===== config.mk =====
export PLATFORM = sky130hd
export DESIGN_NAME = chan_scan_mux
export DESIGN_NICKNAME = d
export VERILOG_FILES = /design/src/rtl/chan_scan_mux.sv
export SDC_FILE = /design/constraint.sdc
export NUM_CORES = 1
export LEC_CHECK = 0
export CAP_MARGIN = 40
export CORE_MARGIN = 2
export CORE_UTILIZATION = 45
export DETAILED_ROUTE_END_ITERATION = 7
export PLACE_DENSITY = 0.77
export SLEW_MARGIN = 10
export SYNTH_ARGS = -nofsm -noshare
export SYNTH_HDL_FRONTEND = slang
export SYNTH_SLANG_ARGS = --single-unit
export TNS_END_PERCENT = 10

===== constraint.sdc =====
create_clock -name clk -period 2.05 [get_ports clk]
set_input_delay 0.5125 -clock clk [delete_from_list [all_inputs] [get_ports clk]]
set_output_delay 0.5125 -clock clk [all_outputs]
set_load 0.005 [all_outputs]

===== src/rtl/chan_scan_mux.sv =====
// chan_scan_mux: N-channel, W-bit multiplexer with a registered output and a
// valid/ready handshake towards a single consumer.
//
// Modes (mode is only looked at while IDLE):
//   mode=0  direct: every cycle the output slot is free, channel 'sel' is
//           captured. An out-of-range sel gives y=0 with sel_err=1.
//   mode=1  scan:   a 'start' pulse sweeps channels 0..N-1 once. Each channel
//           settles for DWELL cycles before it is captured, and done pulses
//           with the last sample.
//
// Optional build macro SCAN_MASK_EN adds input ch_en[N-1:0]. A disabled
// channel is skipped in scan, taking one cycle and producing no capture. In
// direct mode a disabled channel is treated like an out-of-range sel.
//
// Ports:
//   clk, rst_n      clock, asynchronous active-low reset
//   i[N*W-1:0]      packed channel data, channel k = i[k*W +: W]
//   sel[SW-1:0]     direct-mode channel select
//   mode, start     mode select / sweep start
//   ch_en[N-1:0]    channel enable mask (SCAN_MASK_EN only)
//   y_ready         consumer accepts y this cycle
//   y, y_valid      registered sample and its valid flag
//   y_chan          channel index of y
//   sel_err         current direct sample used an invalid sel
//   busy            sweep in progress
//   done            one-cycle pulse alongside the final sweep sample
module chan_scan_mux #(
    parameter int N     = 16,
    parameter int W     = 1,
    parameter int DWELL = 1,
    parameter int SW    = $clog2(N)
) (
    input  logic            clk,
    input  logic            rst_n,
    input  logic [N*W-1:0]  i,
    input  logic [SW-1:0]   sel,
    input  logic            mode,
    input  logic            start,
`ifdef SCAN_MASK_EN
    input  logic [N-1:0]    ch_en,
`endif
    input  logic            y_ready,
    output logic [W-1:0]    y,
    output logic            y_valid,
    output logic [SW-1:0]   y_chan,
    output logic            sel_err,
    output logic            busy,
    output logic            done
);

    localparam int              DW         = (DWELL > 1) ? $clog2(DWELL) : 1;
    localparam logic [SW-1:0]   LAST_CH    = SW'(N - 1);
    localparam logic [DW-1:0]   DWELL_LAST = DW'(DWELL - 1);
    localparam logic [SW:0]     N_EXT      = (SW + 1)'(N);

    typedef enum logic [0:0] {
        ST_IDLE = 1'b0,
        ST_SCAN = 1'b1
    } state_t;

    // Channel lookup by loop so that an out-of-range index never forms an
    // out-of-range part-select; unmatched indices return zero.
    function automatic logic [W-1:0] pick_chan(input logic [N*W-1:0] d,
                                               input logic [SW-1:0]  idx);
        logic [W-1:0] r;
        r = '0;
        for (int k = 0; k < N; k++) begin
            if (idx == k[SW-1:0]) begin
                r = d[k*W +: W];
            end else begin
                r = r;
            end
        end
        return r;
    endfunction

    function automatic logic chan_on(input logic [N-1:0]  en,
                                     input logic [SW-1:0] idx);
        logic r;
        r = 1'b0;
        for (int k = 0; k < N; k++) begin
            if (idx == k[SW-1:0]) begin
                r = en[k];
            end else begin
                r = r;
            end
        end
        return r;
    endfunction

    logic [N-1:0]  ch_en_s;
`ifdef SCAN_MASK_EN
    assign ch_en_s = ch_en;
`else
    assign ch_en_s = {N{1'b1}};
`endif

    state_t        state_r, state_s;
    logic [SW-1:0] ch_r, ch_s;
    logic [DW-1:0] dwell_r, dwell_s;
    logic          busy_r, busy_s;
    logic          done_r, done_s;
    logic [W-1:0]  y_r;
    logic          y_valid_r;
    logic [SW-1:0] y_chan_r;
    logic          sel_err_r;

    logic          slot_free_s;
    logic          capture_s;
    logic [W-1:0]  cap_data_s;
    logic [SW-1:0] cap_chan_s;
    logic          cap_err_s;
    logic          sel_ok_s;

    assign slot_free_s = !y_valid_r || y_ready;
    assign sel_ok_s    = ({1'b0, sel} < N_EXT) && chan_on(ch_en_s, sel);

    // Next-state, sweep bookkeeping and capture decision.
    always_comb begin
        state_s    = state_r;
        ch_s       = ch_r;
        dwell_s    = dwell_r;
        busy_s     = busy_r;
        done_s     = 1'b0;
        capture_s  = 1'b0;
        cap_data_s = '0;
        cap_chan_s = '0;
        cap_err_s  = 1'b0;
        case (state_r)
            ST_IDLE: begin
                if (!mode) begin
                    if (slot_free_s) begin
                        capture_s  = 1'b1;
                        cap_chan_s = sel;
                        if (sel_ok_s) begin
                            cap_data_s = pick_chan(i, sel);
                            cap_err_s  = 1'b0;
                        end else begin
                            cap_data_s = '0;
                            cap_err_s  = 1'b1;
                        end
                    end else begin
                        capture_s = 1'b0;
                    end
                end else if (start) begin
                    state_s = ST_SCAN;
                    ch_s    = '0;
                    dwell_s = '0;
                    busy_s  = 1'b1;
                end else begin
                    state_s = ST_IDLE;
                end
            end
            ST_SCAN: begin
                if (!chan_on(ch_en_s, ch_r)) begin
                    // Disabled channel: one cycle, no dwell, no capture.
                    dwell_s = '0;
                    if (ch_r == LAST_CH) begin
                        ch_s    = '0;
                        done_s  = 1'b1;
                        busy_s  = 1'b0;
                        state_s = ST_IDLE;
                    end else begin
                        ch_s = ch_r + SW'(1);
                    end
                end else if (dwell_r == DWELL_LAST) begin
                    if (slot_free_s) begin
                        capture_s  = 1'b1;
                        cap_data_s = pick_chan(i, ch_r);
                        cap_chan_s = ch_r;
                        cap_err_s  = 1'b0;
                        dwell_s    = '0;
                        if (ch_r == LAST_CH) begin
                            ch_s    = '0;
                            done_s  = 1'b1;
                            busy_s  = 1'b0;
                            state_s = ST_IDLE;
                        end else begin
                            ch_s = ch_r + SW'(1);
                        end
                    end else begin
                        // Stall: settled channel waits for the output slot.
                        ch_s    = ch_r;
                        dwell_s = dwell_r;
                    end
                end else begin
                    dwell_s = dwell_r + DW'(1);
                end
            end
            default: begin
                state_s = ST_IDLE;
                ch_s    = '0;
                dwell_s = '0;
                busy_s  = 1'b0;
            end
        endcase
    end

    // FSM and sweep counters.
    always_ff @(posedge clk or negedge rst_n) begin
        if (!rst_n) begin
            state_r <= ST_IDLE;
            ch_r    <= '0;
            dwell_r <= '0;
            busy_r  <= 1'b0;
            done_r  <= 1'b0;
        end else begin
            state_r <= state_s;
            ch_r    <= ch_s;
            dwell_r <= dwell_s;
            busy_r  <= busy_s;
            done_r  <= done_s;
        end
    end

    // Single-sample output register with valid/ready handshake.
    always_ff @(posedge clk or negedge rst_n) begin
        if (!rst_n) begin
            y_r       <= '0;
            y_valid_r <= 1'b0;
            y_chan_r  <= '0;
            sel_err_r <= 1'b0;
        end else if (capture_s) begin
            y_r       <= cap_data_s;
            y_chan_r  <= cap_chan_s;
            sel_err_r <= cap_err_s;
            y_valid_r <= 1'b1;
        end else if (y_ready) begin
            y_valid_r <= 1'b0;
        end else begin
            y_valid_r <= y_valid_r;
        end
    end

    assign y       = y_r;
    assign y_valid = y_valid_r;
    assign y_chan  = y_chan_r;
    assign sel_err = sel_err_r;
    assign busy    = busy_r;
    assign done    = done_r;

endmodule


# == Word-level counts from Yosys, hierarchy flattened ==
# Cells that the tools add are included.
# totals
elab_cells,173
regBits,15
# classes
reduce_logical,7
n_mux,120
add_sub_neg,2
n_bitwise,1
eq_ne,34
# ops
operator,count
2-to-1 mux 1 bit,101
"== test 4 bit, second input constant",16
2-to-1 mux 4 bit,11
"== test 4 x 3 -> 1 bit, second input constant",8
"== test 4 x 2 -> 1 bit, second input constant",4
one-hot mux 4 bit (2 select lines),2
one-hot mux 1 bit (2 select lines),6
"== test 4 x 1 -> 1 bit, second input constant",2
zero test 4 bit,2
"!= test 3 bit, second input constant",2
"adder 4 x 1 -> 4 bit, second input constant",1
"!= test 2 bit, second input constant",2
AND reduction 4 bit,1
AND reduction 2 bit,1
nonzero test 2 bit,1
"adder 1 bit, second input constant",1
zero test 1 bit,1
logical OR 1 bit,1
NOT 1 bit,1

# == Longest topological paths before layout ==
# Gate-level depths: netlist of run 1.
# logic_depth
word_depth,21
mapped_depth,9
mapped_depth_nobuf,7

# == Worst setup path before layout of run 1 ==
# No wires, ideal clock.
# synth_timing
path_kind,register -> register
start,reg ch_r[0]
end,"reg y_r, in the netlist y"
t_arrival_ps,1725
path_buffers,2
stages_incl_launch_ff,10
required_ps,1970
period_less_slack_ps,1806
path_slack_ps,244
cell_sequence,dfrtp_1 -> inv_1 -> ha_1 -> clkbuf_2 -> o41a_1 -> and2_1 -> buf_6 -> nor2_4 -> nand2_1 -> o211ai_2
# synth_via
elab_chain_len,21
word_cells_on_any_way,55
cone_classes,eq/ne: 15; mux: 39; reduce/logical: 1
# synth_rtl
element,line_no,source
"start, declared",99,"logic [SW-1:0] ch_r, ch_s;"
"start signal, assigned",209,ch_r <= ch_s;
zero test 4 bit,"68, 82",
2-to-1 mux 1 bit (16 in series),68,if (idx == k[SW-1:0]) begin
2-to-1 mux 1 bit,167,if (slot_free_s) begin
2-to-1 mux 1 bit,166,end else if (dwell_r == DWELL_LAST) begin
2-to-1 mux 1 bit,155,"if (!chan_on(ch_en_s, ch_r)) begin"
one-hot mux 1 bit (2 select lines),129,case (state_r)
"end signal, assigned",224,y_r <= cap_data_s;
"end, declared",103,logic [W-1:0] y_r;
# Several ways; a longest one is shown, not always the timed one. The select of a mux whose other input is x is not followed.
# A chain may end at the register's enable or synchronous reset.

# == Worst setup path in the final report of run 1 ==
# layout_timing
start,reg ch_r[1]
end,"reg y_r, in the netlist y"
# The elaborated chain is that of the path after synthesis.

==> results of run 1 <==
==> worst paths after layout <==
check	end	slack [ns]
setup / recovery	y	0.15
hold / removal	y_chan[0]	0.48
setup reg to reg	y	0.15
hold reg to reg	y_chan[0]	0.48
max in group asynchronous	ch_r[3]	1.05
min in group asynchronous	busy	0.60
==> report_power, final <==
part | internal [uW] | switching (uW)
logic | 538 | 516
registers | 388 | 108
clock network | 108 | 88.6
total | 1030 | 713
==> per-layer routing <==
layer,vias up,wire [microns],global-route usage
met2,29,1390,0.415
met1,512,1200,0.272
met3,6,131,0.0311
met4,0,38,0.0598
li1,538,-,-
met5,-,0,0
==> synthesized netlist by cell type, drive strengths merged <==
| master | number | area share |
|---|---|---|
| nand2 | 19 | 0.066 |
| dfrtp | 14 | 0.32 |
| a21oi | 11 | 0.051 |
| o21ai | 11 | 0.051 |
| inv | 6 | 0.021 |
| nand2b | 5 | 0.029 |
| a22oi | 4 | 0.028 |
| buf | 4 | 0.036 |
| clkbuf | 4 | 0.016 |
| ha | 4 | 0.046 |
| mux2i | 4 | 0.037 |
| nor2 | 4 | 0.021 |
| nand3 | 3 | 0.014 |
| a211o | 2 | 0.016 |
| a21boi | 2 | 0.014 |
| a21o | 2 | 0.014 |
| and2 | 2 | 0.012 |
| nand3b | 2 | 0.014 |
| nand4 | 2 | 0.012 |
| nor2b | 2 | 0.012 |
| nor3b | 2 | 0.014 |
| nor4 | 2 | 0.012 |
| o211ai | 2 | 0.019 |
| o22ai | 2 | 0.012 |
| a211oi | 1 | 0.0069 |
| a221o | 1 | 0.0093 |
| a221oi | 1 | 0.0081 |
| a32o | 1 | 0.0093 |
| a32oi | 1 | 0.0081 |
| mux2 | 1 | 0.010 |
| mux4 | 1 | 0.024 |
| nor3 | 1 | 0.0093 |
| o2111ai | 1 | 0.0081 |
| o31a | 1 | 0.0081 |
| o41a | 1 | 0.010 |
==> critical path, stage by stage (launching register included) <==
cell,delay (ns)
dfrtp_1,0.39
inv_1,0.07
ha_1,0.25
o41a_1,0.48
and2_1,0.27
nor2_4,0.21
nand2_1,0.09
o211ai_2,0.07
==> stage by stage <==
step,TNS [ns],hold WS [ns],instance area [sq um],cells
floorplan,0,0.217,1080,126
global placement,-0.0442,0.463,1460,188
detailed placement,-0.0904,0.462,1460,188
CTS,0,0.483,1490,192
global route,0,0.497,1490,192
finish,0,0.478,1490,192
==> layout make-up <==
| class | instances | area, sq um |
|---|---|---|
| Tap cell | 28 | 35.0 |
| Fill cell | 180 | 739 |
| Clock buffer | 4 | 36.3 |
| Multi-Input combinational cell | 98 | 652 |
| Sequential cell | 14 | 350 |
| Inverter | 6 | 22.5 |
| Timing Repair Buffer | 42 | 398 |
==> cell families (layout without fill, tap and decap cells) <==
| family | count (synthesis) | count (layout) | synth area share |
|---|---|---|---|
| AO/OA/AOI/OAI | 44 | 44 | 0.272 |
| multiplexers | 6 | 6 | 0.0718 |
| AND/OR/NAND/NOR | 44 | 44 | 0.213 |
| adder cells (fa/ha/maj) | 4 | 4 | 0.0463 |
| buffers and inverters | 14 | 52 | 0.0729 |
| flip-flops | 14 | 14 | 0.324 |
==> registers in the layout, indices dropped and copies added (netlist names) <==
| register | cells |
|---|---|
| ch_r | 4 |
| state_r | 1 |
| y | 1 |
| y_valid | 1 |
| busy | 1 |
| sel_err | 1 |
| y_chan | 4 |
| done | 1 |
==> cell usage in the layout (no fill, tap or decap), types with 2 or more instances in the layout <==
cell type	netlist	layout
nand2b_1	5	5
o21ai_0	11	11
a211o_1	2	2
and2_1	2	2
a22oi_1	4	4
dfrtp_1	14	14
nand3b_1	2	2
nor3b_1	2	2
nand4_1	2	2
o22ai_1	2	2
nor2b_1	2	2
clkbuf_4	0	3
nand2_1	19	19
inv_1	6	6
ha_1	4	4
a21boi_0	2	2
nand3_1	3	3
clkdlybuf4s50_1	0	33
a21oi_1	11	11
a21o_1	2	2
mux2i_1	4	4
nor4_1	2	2
buf_4	0	9
nor2_1	3	3
==> reports/metrics.yaml, run 1 <==
ctsResizeCount: 0
ys_seq_elements: 14
fin_crit_sh: 0.925
crit_fanout: 7
cts-buffers-inserted: 3
syn_to_final_growth_pct: 38.2
ff2ff_path_depth: 7
drc: 0
power-per-cell-area_mw_per_mm2: 1170
core_sq_mm: 0.00223
drive_above_1_share: 0.104
synth-seq-area-share: 0.324
cp-startpoint: "ch_r[1]"
leakage_uw: 0.000640
dp_hpwl_microns: 2160
worstSetupEndpointType: "flop"
cts_tree: "yes"
antenna_cells: 0
drt_iter0_markers: 27
path_class: "reg2reg"
power.total_uw: 1750
wl_per_cell_microns: 14.4
drtAntennaViolNets: 0
h-tree-depth: 1
die_area_sq_mm: 0.00281
routed_wl_microns: 2760
grt_max_degree: 15
post-place-ws_ns: -0.0904
synth_fp_nets: 155
grt_first_pass_wirelength_microns: 4710
startpoint_type: "flop"
ys_types: 39
cp.required_ns: 2.26
maxSlewViolCount: 0
vias: 1085
fin_worst_skew_ns: 0.00489
syn-instance-count: 126
worstPathArrival_ns: 2.11
max_freq_mhz: 527
maxCapViolCount: 0
ioPinCount: 34
port_buffers: 33
yosysWarnings: 0
root_buffer: "clkbuf_4"
hold_buffers: 0
synth.avg_cell_area_sq_um: 8.58
grt_pass1_vias: 1060
clk_path_buf_depth: 2
hp-start: "y_chan[0]"
nets: 194
clock_sinks: 14
gr-total-overflow: 0
min_path_type: "reg2reg"
synthesis.area_sq_mm: 0.00108
row_count: 17
place_congestion: 0.905
antenna_found_initial: 0
regToRegStartpoint: "ch_r[1]"
setup_slack_ns: 0.154
grtUsageTotal: 0.225
clk_pin_slew_worst_paths_ns: 0.08
status: "finished, final reports clean"
tightest_slew_ns: 0.605
ir_drop_mv: 0.798
drtPass1Iterations: 4
initial_utilization: 0.484
clock_latency_ns: 0.28
avgViaCountPerCell: 5.65
die_h_microns: 53.0
hold_depth: 2
setup_viol: 0
utilization: 0.669
rsz0062_at_grt: "no"
hold_viol_final: 0
slew_headroom: 0.595
die_x_microns: 53.0
cts_post_setup_buffers_inserted: 0
period_needed_ns: 1.90
(Power assumes the default switching activity.)
==> run 2, diff against run 1 <==
--- a/config.mk
+++ b/config.mk
@@ -10,8 +10,9 @@
 export CORE_UTILIZATION = 45
 export DETAILED_ROUTE_END_ITERATION = 7
 export PLACE_DENSITY = 0.77
+export SKIP_CTS_REPAIR_TIMING = 1
 export SLEW_MARGIN = 10
 export SYNTH_ARGS = -nofsm -noshare
 export SYNTH_HDL_FRONTEND = slang
 export SYNTH_SLANG_ARGS = --single-unit
-export TNS_END_PERCENT = 10
+export TNS_END_PERCENT = 100
==> results of run 2 <==
Final layout, timing and power as in run 1 (identical DEF).
